$ cat src/rtl/debounce_pkg.sv
// Shared constants and sizing helper for the debounce bank and its per-channel filter.
// Pure compile-time content; no logic, no latency.
package debounce_pkg;

   localparam int DEBOUNCE_DELAY_DEFAULT = 10;
   localparam int SYNC_STAGES_DEFAULT    = 2;

   // Counter width that can hold 0..delay-1; never narrower than one bit.
   function automatic int cnt_width(input int delay);
      int w;
      w = $clog2(delay);
      return (w < 1) ? 1 : w;
   endfunction

endpackage

$ cat src/rtl/debounce_channel.sv
// One channel: input synchroniser, disagreement counter, debounced level and edge pulses.
// Latency SYNC_STAGES+DELAY_CYCLES-1 edges from a held pin change to stable; no backpressure.
module debounce_channel
   import debounce_pkg::*;
#(
   parameter int DELAY_CYCLES = DEBOUNCE_DELAY_DEFAULT,
   parameter int SYNC_STAGES  = SYNC_STAGES_DEFAULT,
   parameter bit ACTIVE_LOW   = 1'b0
) (
   input  logic clk,
   input  logic rst_n,
   input  logic bouncy,
   output logic stable,
   output logic rise,
   output logic fall
);

   localparam int            CW       = cnt_width(DELAY_CYCLES);
   localparam logic [CW-1:0] CNT_LAST = CW'(DELAY_CYCLES - 1);

   logic [SYNC_STAGES-1:0] sync;
   logic [CW-1:0]          cnt;
   logic                   s;
   logic                   mismatch;
   logic                   expire;

   // Polarity is normalised before the first flop so everything downstream is active-high.
   always_ff @(posedge clk or negedge rst_n) begin
      if (!rst_n) begin
         sync <= '0;
      end else begin
         sync <= {sync[SYNC_STAGES-2:0], bouncy ^ ACTIVE_LOW};
      end
   end

   assign s        = sync[SYNC_STAGES-1];
   assign mismatch = s ^ stable;
   assign expire   = mismatch && (cnt == CNT_LAST);

   always_ff @(posedge clk or negedge rst_n) begin
      if (!rst_n) begin
         cnt    <= '0;
         stable <= 1'b0;
         rise   <= 1'b0;
         fall   <= 1'b0;
      end else begin
         rise <= expire && s;
         fall <= expire && !s;
         if (!mismatch) begin
            cnt <= '0;
         end else if (expire) begin
            cnt    <= '0;
            stable <= s;
         end else begin
            cnt <= cnt + CW'(1);
         end
      end
   end

   // Direction is taken from s at the moment of acceptance, so both pulses cannot coincide.
   a_pulse_exclusive : assert property (@(posedge clk) disable iff (!rst_n) !(rise && fall));

endmodule

$ cat src/rtl/debounce_bank.sv
// Bank of independent debounced channels with a shared any-edge flag.
// Latency SYNC_STAGES+DELAY_CYCLES-1 edges per channel; any_edge is same-cycle; no backpressure.
module debounce_bank
   import debounce_pkg::*;
#(
   parameter int CHANNELS     = 4,
   parameter int DELAY_CYCLES = DEBOUNCE_DELAY_DEFAULT,
   parameter int SYNC_STAGES  = SYNC_STAGES_DEFAULT,
   parameter bit ACTIVE_LOW   = 1'b0
) (
   input  logic                clk,
   input  logic                rst_n,
   input  logic [CHANNELS-1:0] bouncy,
   output logic [CHANNELS-1:0] stable,
   output logic [CHANNELS-1:0] rise,
   output logic [CHANNELS-1:0] fall,
   output logic                any_edge
);

   for (genvar i = 0; i < CHANNELS; i++) begin : g_ch
      debounce_channel #(
         .DELAY_CYCLES (DELAY_CYCLES),
         .SYNC_STAGES  (SYNC_STAGES),
         .ACTIVE_LOW   (ACTIVE_LOW)
      ) u_ch (
         .clk    (clk),
         .rst_n  (rst_n),
         .bouncy (bouncy[i]),
         .stable (stable[i]),
         .rise   (rise[i]),
         .fall   (fall[i])
      );
   end

   // Built only from registered pulses, so it is glitch-free within the cycle.
   assign any_edge = |(rise | fall);

endmodule

$ cat config.mk
export PLATFORM = sky130hd
export DESIGN_NAME = debounce_bank
export DESIGN_NICKNAME = d
export VERILOG_FILES = /design/src/rtl/debounce_pkg.sv /design/src/rtl/debounce_channel.sv /design/src/rtl/debounce_bank.sv
export SDC_FILE = /design/constraint.sdc
export NUM_CORES = 1
export LEC_CHECK = 0
export BUFFER_PORTS_ARGS = -buffer_cell sky130_fd_sc_hd__buf_4
export CAP_MARGIN = 40
export CORE_MARGIN = 2
export CORE_UTILIZATION = 57
export DETAILED_ROUTE_END_ITERATION = 16
export GPL_ROUTABILITY_DRIVEN = 0
export MAX_ROUTING_LAYER = met4
export PLACE_DENSITY = 0.79
export SLEW_MARGIN = 5
export SYNTH_ARGS = -nofsm -noshare
export SYNTH_HDL_FRONTEND = slang
export SYNTH_SLANG_ARGS = --single-unit
$ cat constraint.sdc
create_clock -name clk -period 1.8 [get_ports clk]
set_input_delay 0.27 -clock clk [delete_from_list [all_inputs] [get_ports clk]]
set_output_delay 0.27 -clock clk [all_outputs]
set_load 0.005 [all_outputs]
==> run summary <==
- **cell count after synthesis** 115
- **cell type contributing the most total cell area after synthesis** dfrtp_1
- **outcome** finished, final reports clean
- **estimated wirelength of the detail-placed design** 1.59 mm
- **TritonCTS clock tree** done
- **Worst VDD drop** 0.700 mV
- **type of destination of the critical path** output pin
- **required time of the critical path** 1.53 ns
- **initial DRC count** 18
- **startpoint of the worst setup timing path** g_ch[0].u_ch.fall
- **number of global-route vias before repair** 863
- **Max Slew Vio Count** 0
- **die height** 55.7 um
- **die span in x** 55.7 um
- **routed length per placed instance** 13.4 um
- **count of filler cells inserted in the layout** 183
- **DRC errors left** 0
- **initial standard-cell utilization of the core** 60.9%
- **total routing resource utilization after global routing** 16.5%
- **per-cell via count in the routed design** 5.10
- **total overflow reported by the global router** 0
- **count of input and output buffers** 18
- **total power divided by cell area** 932 nW/um2
- **startpoint types** flop
- **number of setup violations in the final report** 0
- **maximum fanout encountered on the critical timing path** 2
- **min Tclk post-route** 1.51 ns
- **Layout Nets** 146
- **cts-stage hold buffer count** 1
- **total wire length after detailed routing** 2.18 mm
- **Mapped Avg Cell Area** 13.2 um2
- **initial antenna violation count** 0
- **type of the worst setup path** reg -> out
- **number of maximum-capacitance violations** 0
- **Arr. time, crit path** 1.24 ns
- **library cell with the highest instance count after synthesis** dfrtp_1
- **clock transition at the register clock pins on the worst setup and hold paths after CTS** 0.11 ns
- **maximum clock skew at final layout** 0.00447 ns
- **startpoint of the most critical register-to-register path** g_ch[2].u_ch.cnt[1]
- **pin count of the biggest net entering global routing** 37
- **least setup slack across all paths after layout** 0.289 ns
- **fraction of layout cells with a size suffix above 1** 25.6%
- **worst relative slew slack** 70.7%
- **synth cell count leaders** dfrtp_1 (36), nor2_1 (16), buf_4 (12)
- **sinks on the clock net** 36
- **count of cells along the worst register-to-register path** 4
- **Post-Route Setup TNS** 0 ns
- **fraction of power consumed by sequential logic** 59.0%
- **clock group share of total power** 28.1%
- **Longest Clk Path Bufs** 2
- **transition time of the tightest slew-check pin** 0.440 ns
- **Hold Fails Final Rpt** 0
- **area share of the largest cell type after synthesis** 59.2%
- **register bit total from synthesis** 36
- **TritonCTS Buffers** 5
- **Clock Tree Root** clkbuf_4
- **cell row count** 18
- **clock latency on the worst-skew pair** 0.34 ns
- **Synth-to-Final Area Change** 12.1%
- **reg2reg setup slack** 0.59 ns
- **worst hold-check path type** in -> reg
- **RSZ-0062 raised after global routing** false
- **Leak** 0.967 nW
- **Post-synth EDFFs** 0
- **leading post-synthesis cells by cell area** dfrtp_1 (59%), ha_1 (6.6%), buf_4 (5.9%), nand3b_4 (5.3%), xor2_1 (4.6%)
- **final period utilization** 84.0%
- **Post-Place Setup Slack** 0.608 ns
- **termination of the worst setup path** any_edge
- **global-route wire length before repair** 3.69 mm
- **Most used DFF post-synth** dfrtp_1
- **Pint** 1.17 mW
- **sequential area share after synthesis** 59.2%
- **maximum level of the CTS H-tree** 2
- **timing-limited maximum frequency** 0.662 GHz
- **net switching component of the power** 0.423 mW
- **total via count after detailed routing** 831
- **drt pass-1 iters** 4
- **number of top-level pins** 19
- **number of nets still failing antenna checks after routing** 0
- **combinational fraction of design power** 12.9%
- **share of flip-flops with an asynchronous set or reset after synthesis** 100%
- **net switching fraction of the power** 26.6%
- **synthesized area** 1520 um2
- **number of inserted diodes** 0
- **worst r2r dst** g_ch[2].u_ch.stable
- **unique cell type count in the Yosys netlist** 13
- **number of warnings printed during yosys synthesis** 0
- **post-CTS sizing** 0
- **die outline area** 3100 um2
- **area of the core** 2500 um2
- **Syn Nets** 129
- **post-CTS setup repair buffer count** 0
-- cells by family after synthesis --
kind of cell / share of synthesized area, %
DFF: 59.2
xor gates and xnor gates: 6.90
adders and majority gates: 6.57
and+or+nand+nor: 16.5
muxes: 3.94
buffers and inverters: 6.90
-- power by group through the flow --
stage | Sequential (mW) | Combinational [mW] | Clock, mW
detailed placement | 0.956 | 0.203 | 0
finish | 0.939 | 0.205 | 0.447
CTS | 0.940 | 0.206 | 0.464
floorplan | 0.942 | 0.149 | 0
global route | 0.951 | 0.230 | 0.504
global placement | 0.948 | 0.186 | 0
-- routing by layer --
layer	track usage [%]	vias to the layer above	part of all wire [%]	wire length [um]
met2	27.0	20	52	1130
met4	10.1	0	2.3	51
li1	-	397	-	-
met3	5.81	7	5.1	111
met1	16.9	407	41	885
met5	-	-	0	0
-- per-stage QoR --
stage          instances  hold slack (ns)  area (um2)  power, mW  utilization (%)
5_1_grt              163          0.00372        1710       1.69             68.3
3_3_place_gp         151            0.237        1610       1.13             64.2
4_1_cts              160           0.0133        1680       1.61             67.1
6_report             163           0.0318        1710       1.59             68.3
2_1_floorplan        115          -0.0256        1520       1.09                -
3_5_place_dp         151            0.244        1610       1.16             64.2
-- flip-flops by register name, summed over array words and instances, names as in the netlist --
signal	cells
g_ch.u_ch.rise	4
g_ch.u_ch.stable	4
g_ch.u_ch.fall	4
g_ch.u_ch.cnt	16
g_ch.u_ch.sync	8
-- cell usage in the layout, fill, tap and decap left out, drive strengths merged, types with 5 or more instances in the layout --
cell,n
xor2,8
ha,8
clkbuf,6
buf,18
dfrtp,36
nor2,16
nor3b,8
nand2,5
-- worst max-delay path, cell delays in order (launching register included) --
cell	delay [ns]
dfrtp_1	0.41
nor4_1	0.28
nand2_1	0.08
buf_4	0.14
-- final cells by class --
cell class / instances / area, um2 / share of cell area, %
Sequential cell: 36 / 901 / 52.8
Multi-Input combinational cell: 63 / 517 / 30.3
Timing Repair Buffer: 22 / 175 / 10.3
Clock buffer: 6 / 51.3 / 3.01
Tap cell: 30 / 37.5 / 2.20
Inverter: 4 / 15.0 / 0.880
Clock inverter: 2 / 10.0 / 0.587
-- how the worst min path moves through the flow --
stage                   start                    to  cells after the start
floorplan               rst_n   g_ch[0].u_ch.cnt[0]                      0
global placement        rst_n   g_ch[3].u_ch.cnt[3]                      1
detailed placement      rst_n   g_ch[3].u_ch.stable                      1
CTS                 bouncy[1]  g_ch[1].u_ch.sync[0]                      1
global route        bouncy[3]  g_ch[3].u_ch.sync[0]                      1
finish              bouncy[3]  g_ch[3].u_ch.sync[0]                      1
No activity file was read; power rests on OpenSTA's default activity.
